===== src/rtl/rl02_header_deframer.sv =====
// RL02 sector header deframer.
// Takes the decoded bit stream from the MFM decoder, hunts the zero preamble,
// accepts the sync '1', shifts in the address, zero and CRC words LSB-first,
// and publishes the decoded header fields with a one-cycle hdr_valid pulse.
// A long run of '1's while hunting means the decoder locked onto the wrong
// half-bit phase, so skip_mfm_bit is pulsed to let it slip by one half-bit.
module rl02_header_deframer #(
   parameter int          PREAMBLE_MIN = 16,
   parameter int          SLIP_MIN     = 16,
   parameter logic [15:0] CRC_INIT     = 16'h0000
) (
   input  logic       clk,
   input  logic       rst_n,
   input  logic       search_en,
   input  logic       bit_in,
   input  logic       bit_valid,
   output logic       skip_mfm_bit,
   output logic       hdr_valid,
   output logic       hdr_crc_ok,
   output logic [8:0] hdr_cyl,
   output logic       hdr_head,
   output logic [5:0] hdr_sector,
   output logic       hdr_zero_ok,
   output logic       busy
);

   typedef enum logic [2:0] {
      S_IDLE,
      S_HUNT,
      S_SYNC,
      S_WORD,
      S_SLIP_WAIT
   } state_t;

   localparam logic [7:0] PRE_MIN_C  = 8'(PREAMBLE_MIN);
   localparam logic [7:0] SLIP_MIN_C = 8'(SLIP_MIN);

   state_t      state_q;
   logic [7:0]  zero_cnt_q;
   logic [7:0]  one_cnt_q;
   logic [1:0]  slip_cnt_q;
   logic [5:0]  bit_cnt_q;
   logic [15:0] sr_q;
   logic [15:0] crc_q;
   logic [15:0] addr_q;
   logic        zero_ok_stage_q;

   logic        skip_q;
   logic        hdr_valid_q;
   logic        hdr_crc_ok_q;
   logic [8:0]  hdr_cyl_q;
   logic        hdr_head_q;
   logic [5:0]  hdr_sector_q;
   logic        hdr_zero_ok_q;

   logic [15:0] sr_d;
   logic [15:0] crc_d;
   logic        crc_fb;
   logic [7:0]  zero_inc;
   logic [7:0]  one_inc;

   // Next shift-register / CRC values and saturating counter increments for the current bit
   always_comb begin
      crc_fb   = crc_q[0] ^ bit_in;
      crc_d    = (crc_q >> 1) ^ (crc_fb ? 16'hA001 : 16'h0000);
      sr_d     = {bit_in, sr_q[15:1]};
      zero_inc = (zero_cnt_q == 8'hFF) ? 8'hFF : zero_cnt_q + 8'd1;
      one_inc  = (one_cnt_q == 8'hFF) ? 8'hFF : one_cnt_q + 8'd1;
   end

   // Framing state machine with registered header fields and pulses
   always_ff @(posedge clk) begin
      if (!rst_n) begin
         state_q         <= S_IDLE;
         zero_cnt_q      <= 8'd0;
         one_cnt_q       <= 8'd0;
         slip_cnt_q      <= 2'd0;
         bit_cnt_q       <= 6'd0;
         sr_q            <= 16'h0000;
         crc_q           <= 16'h0000;
         addr_q          <= 16'h0000;
         zero_ok_stage_q <= 1'b0;
         skip_q          <= 1'b0;
         hdr_valid_q     <= 1'b0;
         hdr_crc_ok_q    <= 1'b0;
         hdr_cyl_q       <= 9'd0;
         hdr_head_q      <= 1'b0;
         hdr_sector_q    <= 6'd0;
         hdr_zero_ok_q   <= 1'b0;
      end else begin
         // Pulses default low; at most one cycle wide
         skip_q      <= 1'b0;
         hdr_valid_q <= 1'b0;
         if (!search_en) begin
            // Disabling the search discards any partial header, even if a bit arrives now
            state_q    <= S_IDLE;
            zero_cnt_q <= 8'd0;
            one_cnt_q  <= 8'd0;
            slip_cnt_q <= 2'd0;
            bit_cnt_q  <= 6'd0;
         end else begin
            case (state_q)
               S_IDLE: begin
                  state_q    <= S_HUNT;
                  zero_cnt_q <= 8'd0;
                  one_cnt_q  <= 8'd0;
               end
               S_HUNT: begin
                  if (bit_valid) begin
                     if (!bit_in) begin
                        zero_cnt_q <= zero_inc;
                        one_cnt_q  <= 8'd0;
                     end else if (zero_cnt_q >= PRE_MIN_C) begin
                        // Sync bit after a long enough preamble: start a fresh header
                        state_q    <= S_SYNC;
                        bit_cnt_q  <= 6'd0;
                        crc_q      <= CRC_INIT;
                        zero_cnt_q <= 8'd0;
                        one_cnt_q  <= 8'd0;
                     end else begin
                        zero_cnt_q <= 8'd0;
                        one_cnt_q  <= one_inc;
                        if (one_inc >= SLIP_MIN_C) begin
                           // Preamble decoded as ones: decoder is a half-bit off
                           skip_q     <= 1'b1;
                           state_q    <= S_SLIP_WAIT;
                           slip_cnt_q <= 2'd0;
                        end
                     end
                  end
               end
               S_SYNC, S_WORD: begin
                  // SYNC lasts one clock but still accepts a back-to-back strobe as header bit 0
                  if (bit_valid) begin
                     sr_q      <= sr_d;
                     crc_q     <= crc_d;
                     bit_cnt_q <= bit_cnt_q + 6'd1;
                     state_q   <= S_WORD;
                     if (bit_cnt_q == 6'd15) begin
                        addr_q <= sr_d;
                     end
                     if (bit_cnt_q == 6'd31) begin
                        zero_ok_stage_q <= (sr_d == 16'h0000);
                     end
                     if (bit_cnt_q == 6'd47) begin
                        // Publish all fields together so they stay coherent until the next header
                        hdr_valid_q   <= 1'b1;
                        hdr_crc_ok_q  <= (crc_d == 16'h0000);
                        hdr_cyl_q     <= addr_q[15:7];
                        hdr_head_q    <= addr_q[6];
                        hdr_sector_q  <= addr_q[5:0];
                        hdr_zero_ok_q <= zero_ok_stage_q;
                        state_q       <= S_HUNT;
                        bit_cnt_q     <= 6'd0;
                        zero_cnt_q    <= 8'd0;
                        one_cnt_q     <= 8'd0;
                     end
                  end else if (state_q == S_SYNC) begin
                     state_q <= S_WORD;
                  end
               end
               S_SLIP_WAIT: begin
                  // Give the decoder four strobes to re-lock before hunting again
                  if (bit_valid) begin
                     if (slip_cnt_q == 2'd3) begin
                        state_q    <= S_HUNT;
                        slip_cnt_q <= 2'd0;
                        zero_cnt_q <= 8'd0;
                        one_cnt_q  <= 8'd0;
                     end else begin
                        slip_cnt_q <= slip_cnt_q + 2'd1;
                     end
                  end
               end
               default: begin
                  state_q <= S_IDLE;
               end
            endcase
         end
      end
   end

   assign skip_mfm_bit = skip_q;
   assign hdr_valid    = hdr_valid_q;
   assign hdr_crc_ok   = hdr_crc_ok_q;
   assign hdr_cyl      = hdr_cyl_q;
   assign hdr_head     = hdr_head_q;
   assign hdr_sector   = hdr_sector_q;
   assign hdr_zero_ok  = hdr_zero_ok_q;
   assign busy         = (state_q == S_SYNC) || (state_q == S_WORD);

endmodule


===== config.mk =====
export PLATFORM = sky130hd
export DESIGN_NAME = rl02_header_deframer
export DESIGN_NICKNAME = d
export VERILOG_FILES = /design/src/rtl/rl02_header_deframer.sv
export SDC_FILE = /design/constraint.sdc
export NUM_CORES = 1
export LEC_CHECK = 0
export CORE_MARGIN = 5
export CORE_UTILIZATION = 28
export CTS_CLUSTER_DIAMETER = 80
export CTS_CLUSTER_SIZE = 16
export DETAILED_ROUTE_END_ITERATION = 8
export PLACE_DENSITY_LB_ADDON = 0.25
export REMOVE_ABC_BUFFERS = 1
export SLEW_MARGIN = 5
export SYNTH_ARGS = -nofsm -noshare
export SYNTH_HDL_FRONTEND = slang
export SYNTH_SLANG_ARGS = --single-unit

===== constraint.sdc =====
create_clock -name clk -period 3.1 [get_ports clk]
set_input_delay 0.31 -clock clk [delete_from_list [all_inputs] [get_ports clk]]
set_output_delay 0.31 -clock clk [all_outputs]
set_load 0.05 [all_outputs]

## After elaboration in Yosys (flattened, before gate mapping)

Cells that the tools add are included.

- Input bits: 5
- Flip-flop bits (word level): 96
- Logic and storage cells: 114
- Output and inout port bits: 21

- $add $sub $neg: 4
- Reduce and logical (&&, ||, !) cells: 20
- Muxes and demuxes: 44
- $lt $le $gt $ge: 2
- Eq/ne operators: 21
- Bitwise logic cells: 7

Operators with widths:

| operator | count |
|---|---|
| two-way mux 8 bit | 11 |
| two-way mux 16 bit | 5 |
| one-hot mux 8 bit (4 select lines) | 2 |
| logical NOT 16 bit | 2 |
| one-hot mux 16 bit (2 select lines) | 1 |
| two-way mux 6 bit | 5 |
| two-way mux 3 bit | 8 |
| AND reduction 6 bit | 4 |
| inequality test 2 bit (second input constant) | 9 |
| adder 8 x 1 -> 8 bit (second input constant) | 2 |
| equality test 8 bit (second input constant) | 2 |
| >= comparator 8 x 5 -> 1 bit (second input constant) | 2 |
| AND reduction 4 bit | 4 |
| bitwise XOR 15 x 16 -> 16 bit | 1 |
| two-way mux 2 bit | 7 |
| one-hot mux 3 bit (4 select lines) | 1 |
| one-hot mux 6 bit (2 select lines) | 1 |
| adder 6 x 1 -> 6 bit (second input constant) | 1 |
| equality test 3 x 2 -> 1 bit (second input constant) | 2 |
| equality test 6 x 4 -> 1 bit (second input constant) | 1 |
| equality test 6 x 5 -> 1 bit (second input constant) | 1 |
| equality test 6 bit (second input constant) | 1 |
| inequality test 3 bit (second input constant) | 2 |
| OR reduction 6 bit | 1 |
| other kinds (16) | 22 |

## Longest topological paths before layout

- Depth in word-level cells: 8
- Gate-level depth with buffers: 8
- Gate-level depth less buffers: 6

## Worst setup path before layout

Ideal clock, no wire load.

- Kind: reg-to-reg
- From: reg state_q[2]
- To: reg crc_q[10]
- Stages on the path, launching flop included: 8
- Library setup time: 76 ps
- Setup slack: 1,226 ps
- Required time: 3,024 ps
- Data arrival time: 1,799 ps
- Period minus slack after synthesis: 1,874 ps
- Buffers on the path: 3
- Cell sequence: dfxtp_1 buf_2 nand2b_4 inv_2 buf_2 buf_1 nand4_1 a21boi_0

- Word-level cells in the longest chain between the ends: 4
- Elaborated cells on any way between the ends: 11
- Those cells by class: 7 x eq/ne; 1 x mux; 3 x reduce/logical

RTL lines:

| item | RTL line | text |
|---|---|---|
| from (decl) | 38 | `state_t state_q;` |
| from (signal assigned) | 74 | `state_q <= S_IDLE;` |
| from (signal assigned) | 96 | `state_q <= S_IDLE;` |
| from (signal assigned) | 104 | `state_q <= S_HUNT;` |
| equality test 3 x 2 -> 1 bit | 102 | `case (state_q)` |
| OR reduction 2 bit | 102 |  |
| inequality test 2 bit (no source line) / nonzero test 2 bit (equally long branches) | n/a |  |
| AND reduction 6 bit (no source line) | n/a |  |
| to (signal assigned) | 136 | `crc_q <= crc_d;` |
| to (decl) | 44 | `logic [15:0] crc_q;` |

Several ways; a longest one is shown, not always the timed one.
A chain may end at the register's enable or synchronous reset.

## Worst setup path after layout

- From: reg state_q[1]
- To: out busy

- Word-level cells in the longest chain between the ends: 2
- Elaborated cells on any way between the ends: 3
- Those cells by class: 2 x eq/ne; 1 x reduce/logical

RTL lines:

| item | RTL line | text |
|---|---|---|
| equality test 3 x 2 -> 1 bit | 190 | `assign busy = (state_q == S_SYNC) \|\| (state_q == S_WORD);` |
| logical OR 1 bit (*) | 190 |  |
| to (decl) | 24 | `output logic busy` |

Mark *: on every way between the ends. The rest lies on a longest branch, timed or not.

==> summary.md <==
| Metric | Value |
|---|---|
| Status | completed |
| GRT overflow | 0 |
| Share of cells above drive strength 1 | roughly 7% |
| RSZ-0062 raised after global routing | no |
| Min-Delay Path Class | flop to flop |
| Flop2flop setup slack | 0.74 ns |
| RR Startpoint | state_q[1]$_SDFFE_PN0P_ |
| Setup crit start kind | flop |
| Asr flop ratio synth | 0% |
| GPL Wtd Cong | around 0.80 |
| Total GRT Usage | 10.19% |
| IO Port Bufs | 25 |
| VDD IR max | 0.2399 mV |
| Root buffer cell | clkbuf_16 |
| Register area | 1902 sq um |
| Final setup skew | 0.007780 ns |
| Clock sink total | between 90 and 100 |
| Area Overhead vs Synth | 15.34% |
| Multi-input logic area | 2235 sq um |
| Row Count | 45 |
| Antenna violations before repair | 0 |
| Synth top area share | between 40% and 50% |
| Post-synth top area cell | dfxtp_1 |
| CP endpoint kind | output port |
| Post-DP Area | 4688 sq um |
| Fmax achieved | between 0.3 and 0.4 GHz |
| Final setup fails | 0 |
| Final core occ | 32.80% |
| Post-synth cell types | between 50 and 60 |
| Setup TNS | 0 ns |
| Final Max Tran Viols | 0 |
| Initial drt markers | 126 |
| CTS max path bufs | 2 |
| Io pins | 26 |
| Fillers | 1535 |
| CP startpoint | state_q[1]$_SDFFE_PN0P_ |
| Setup WS pre-CTS | 0.6912 ns |
| Final Non-Filler Cells | ~700 |
| Post-synth EDFFs | 0 |
| RR Endpoint | addr_q[1]$_SDFFE_PN0P_ |
| Tot Pwr | between 2 and 2.5 mW |
| Clock Pin Slew Worst Setup and Hold Paths | 0.07 ns |
| Data required, critical path | ~2.8 ns |
| Max-cap violation count | 0 |
| Netlist Area Pre-Place | 4308 sq um |
| CTS tree | yes |
| Post-synthesis register bit count | 95 |
| Worst skew pair latency | 0.34 ns |
| R2R depth | 7 |
| Antenna viol nets, final | 0 |
| Final Cycle Share | 85.49% |
| Ant. Diodes | 0 |
| Routed WL | 9261 um |
| Worst slew pin tran | 0.7765 ns |
| CTS resizes | 0 |
| Slew margin rel. | 48.11% |
| Setup Fix Bufs, Post-CTS | 0 |
| Number of hold buffers added after CTS | 0 |
| Fin crit period | 2.650 ns |
| Final number of hold-violating endpoints | 0 |
| Syn_area_per_cell | 8.668 sq um |
| Die width | 134.0 um |
| Vias | ~3400 |
| DR pass1 iterations | 4 |
| Critical Path End | busy |
| DR vias/cell | roughly 5 |
| Crit Path Class | flop to output port |
| Most frequent cells in the layout | 99 x nand2_1, 95 x dfxtp_1, 47 x a21boi_0 |
| CTS H-tree depth | 3 |
| PD cells | roughly 470 nW/um^2 |
| Initial Util | around 28% |
| Largest net degree at the start of global routing | 68 |
| Final Instance Area | 4969 sq um |
| LEAKAGE | ~1.5 nW |
| Cells after synthesis | 497 |
| Die H | 134.0 um |
| Final setup margin | 0.4497 ns |
| Inst Count DP | 685 |
| NumNets Final | between 500 and 600 |
| Fin Hold WS | 0.4511 ns |
| Top FF cell, synth | dfxtp_1 |
| CP arrival | 2.34 ns |
| Crit-path max FO | 21 |
| Post-detailed-route wirelength per cell | 13.21 um |
| DRC Markers | 0 |
| HPWL after detailed placement | roughly 6000 um |
| Sequential-to-total area share from yosys stat | 44.15% |
| Number of global-route vias before repair | 3205 |
| Total number of yosys warnings | 0 |
| First-pass GRT wire length | 15370 um |
| Core ar. | between 15000 and 20000 sq um |
| HP Start | hdr_cyl[6]$_SDFFE_PN0P_ |
| Synth top area cells | dfxtp_1 44%, nand2_1 8.6%, a21boi_0 8.2% |
| Commonest non-fill, non-tap cell in the layout | nand2_1 |
| Total die area | 17970 sq um |
| CTS buffer count | 9 |
==> cell usage after synthesis (4+ instances only) <==
cell type	number
nor3_1	7
mux2i_1	19
nand3_1	10
and4_1	4
and3_1	8
buf_2	8
dfxtp_1	95
nor2_1	17
nand2_1	99
a211oi_1	7
nor2b_1	18
nand2b_1	5
nor4_1	11
o21ai_0	15
a21oi_1	21
inv_1	4
clkbuf_1	19
nand4_1	18
ha_1	5
xnor2_1	6
o211ai_1	4
a21boi_0	47
==> worst min-delay path by stage <==
stage | endpoint | slack [ns] | depth (start not counted)
finish | hdr_cyl[6]$_SDFFE_PN0P_ | 0.45 | 2
global route | hdr_sector[0]$_SDFFE_PN0P_ | 0.49 | 2
CTS | hdr_cyl[6]$_SDFFE_PN0P_ | 0.46 | 2
detailed placement | hdr_cyl[6]$_SDFFE_PN0P_ | 0.45 | 2
global placement | hdr_cyl[2]$_SDFFE_PN0P_ | 0.44 | 2
floorplan | hdr_cyl[2]$_SDFFE_PN0P_ | 0.43 | 2
==> cell type report <==
cell class	instances	share of cell area (%)
Multi-Input combinational cell	365	44.98
Sequential cell	95	38.28
Timing Repair Buffer	32	5.993
Tap cell	188	4.734
Clock buffer	9	4.533
Clock inverter	7	1.108
Inverter	5	0.3777
==> worst max-delay path, stage by stage (launching register included) <==
cell	delay, ns
dfxtp_1	0.66
nand2b_4	0.13
inv_2	0.33
clkdlybuf4s50_1	0.88
==> state kept, by name, summed over array words and instances (netlist names) <==
name / flops
addr_q: 16
bit_cnt_q: 6
crc_q: 16
hdr_crc_ok: 1
hdr_cyl: 9
hdr_head: 1
hdr_sector: 6
hdr_valid: 1
hdr_zero_ok: 1
one_cnt_q: 8
skip_mfm_bit: 1
slip_cnt_q: 2
sr_q: 15
state_q: 3
zero_cnt_q: 8
zero_ok_stage_q: 1
==> kinds of logic (layout without fill, tap and decap cells) <==
group                    Yosys count  after routing  synth area share [%]
AO/OA/AOI/OAI                    114            114                 17.98
XOR/XNOR                           7              7                 1.423
adder cells (fa/ha/maj)            5              5                 1.452
buffers and inverters             37             53                 3.979
flip-flops                        95             95                 44.15
multiplexers                      20             20                 4.676
AND/OR/NAND/NOR                  219            219                 26.34
==> report_power, final <==
part | internal, mW | switching (mW) | leakage (nW) | total, mW
logic | 0.0290 | 0.0496 | 0.623 | 0.0786
clock network | 0.554 | 0.497 | 0.138 | 1.05
registers | 1.22 | 0.00177 | 0.765 | 1.22
==> per-layer routing <==
layer / track usage [%] / vias up / part of all wire (%)
met4: 2.658 / 0 / 1.0
met3: 2.663 / 10 / 3.0
met1: 13.27 / 1598 / 50
li1: - / 1776 / -
met2: 16.84 / 44 / 46
met5: 0 / - / 0
Power figures use the tool's default switching activity.
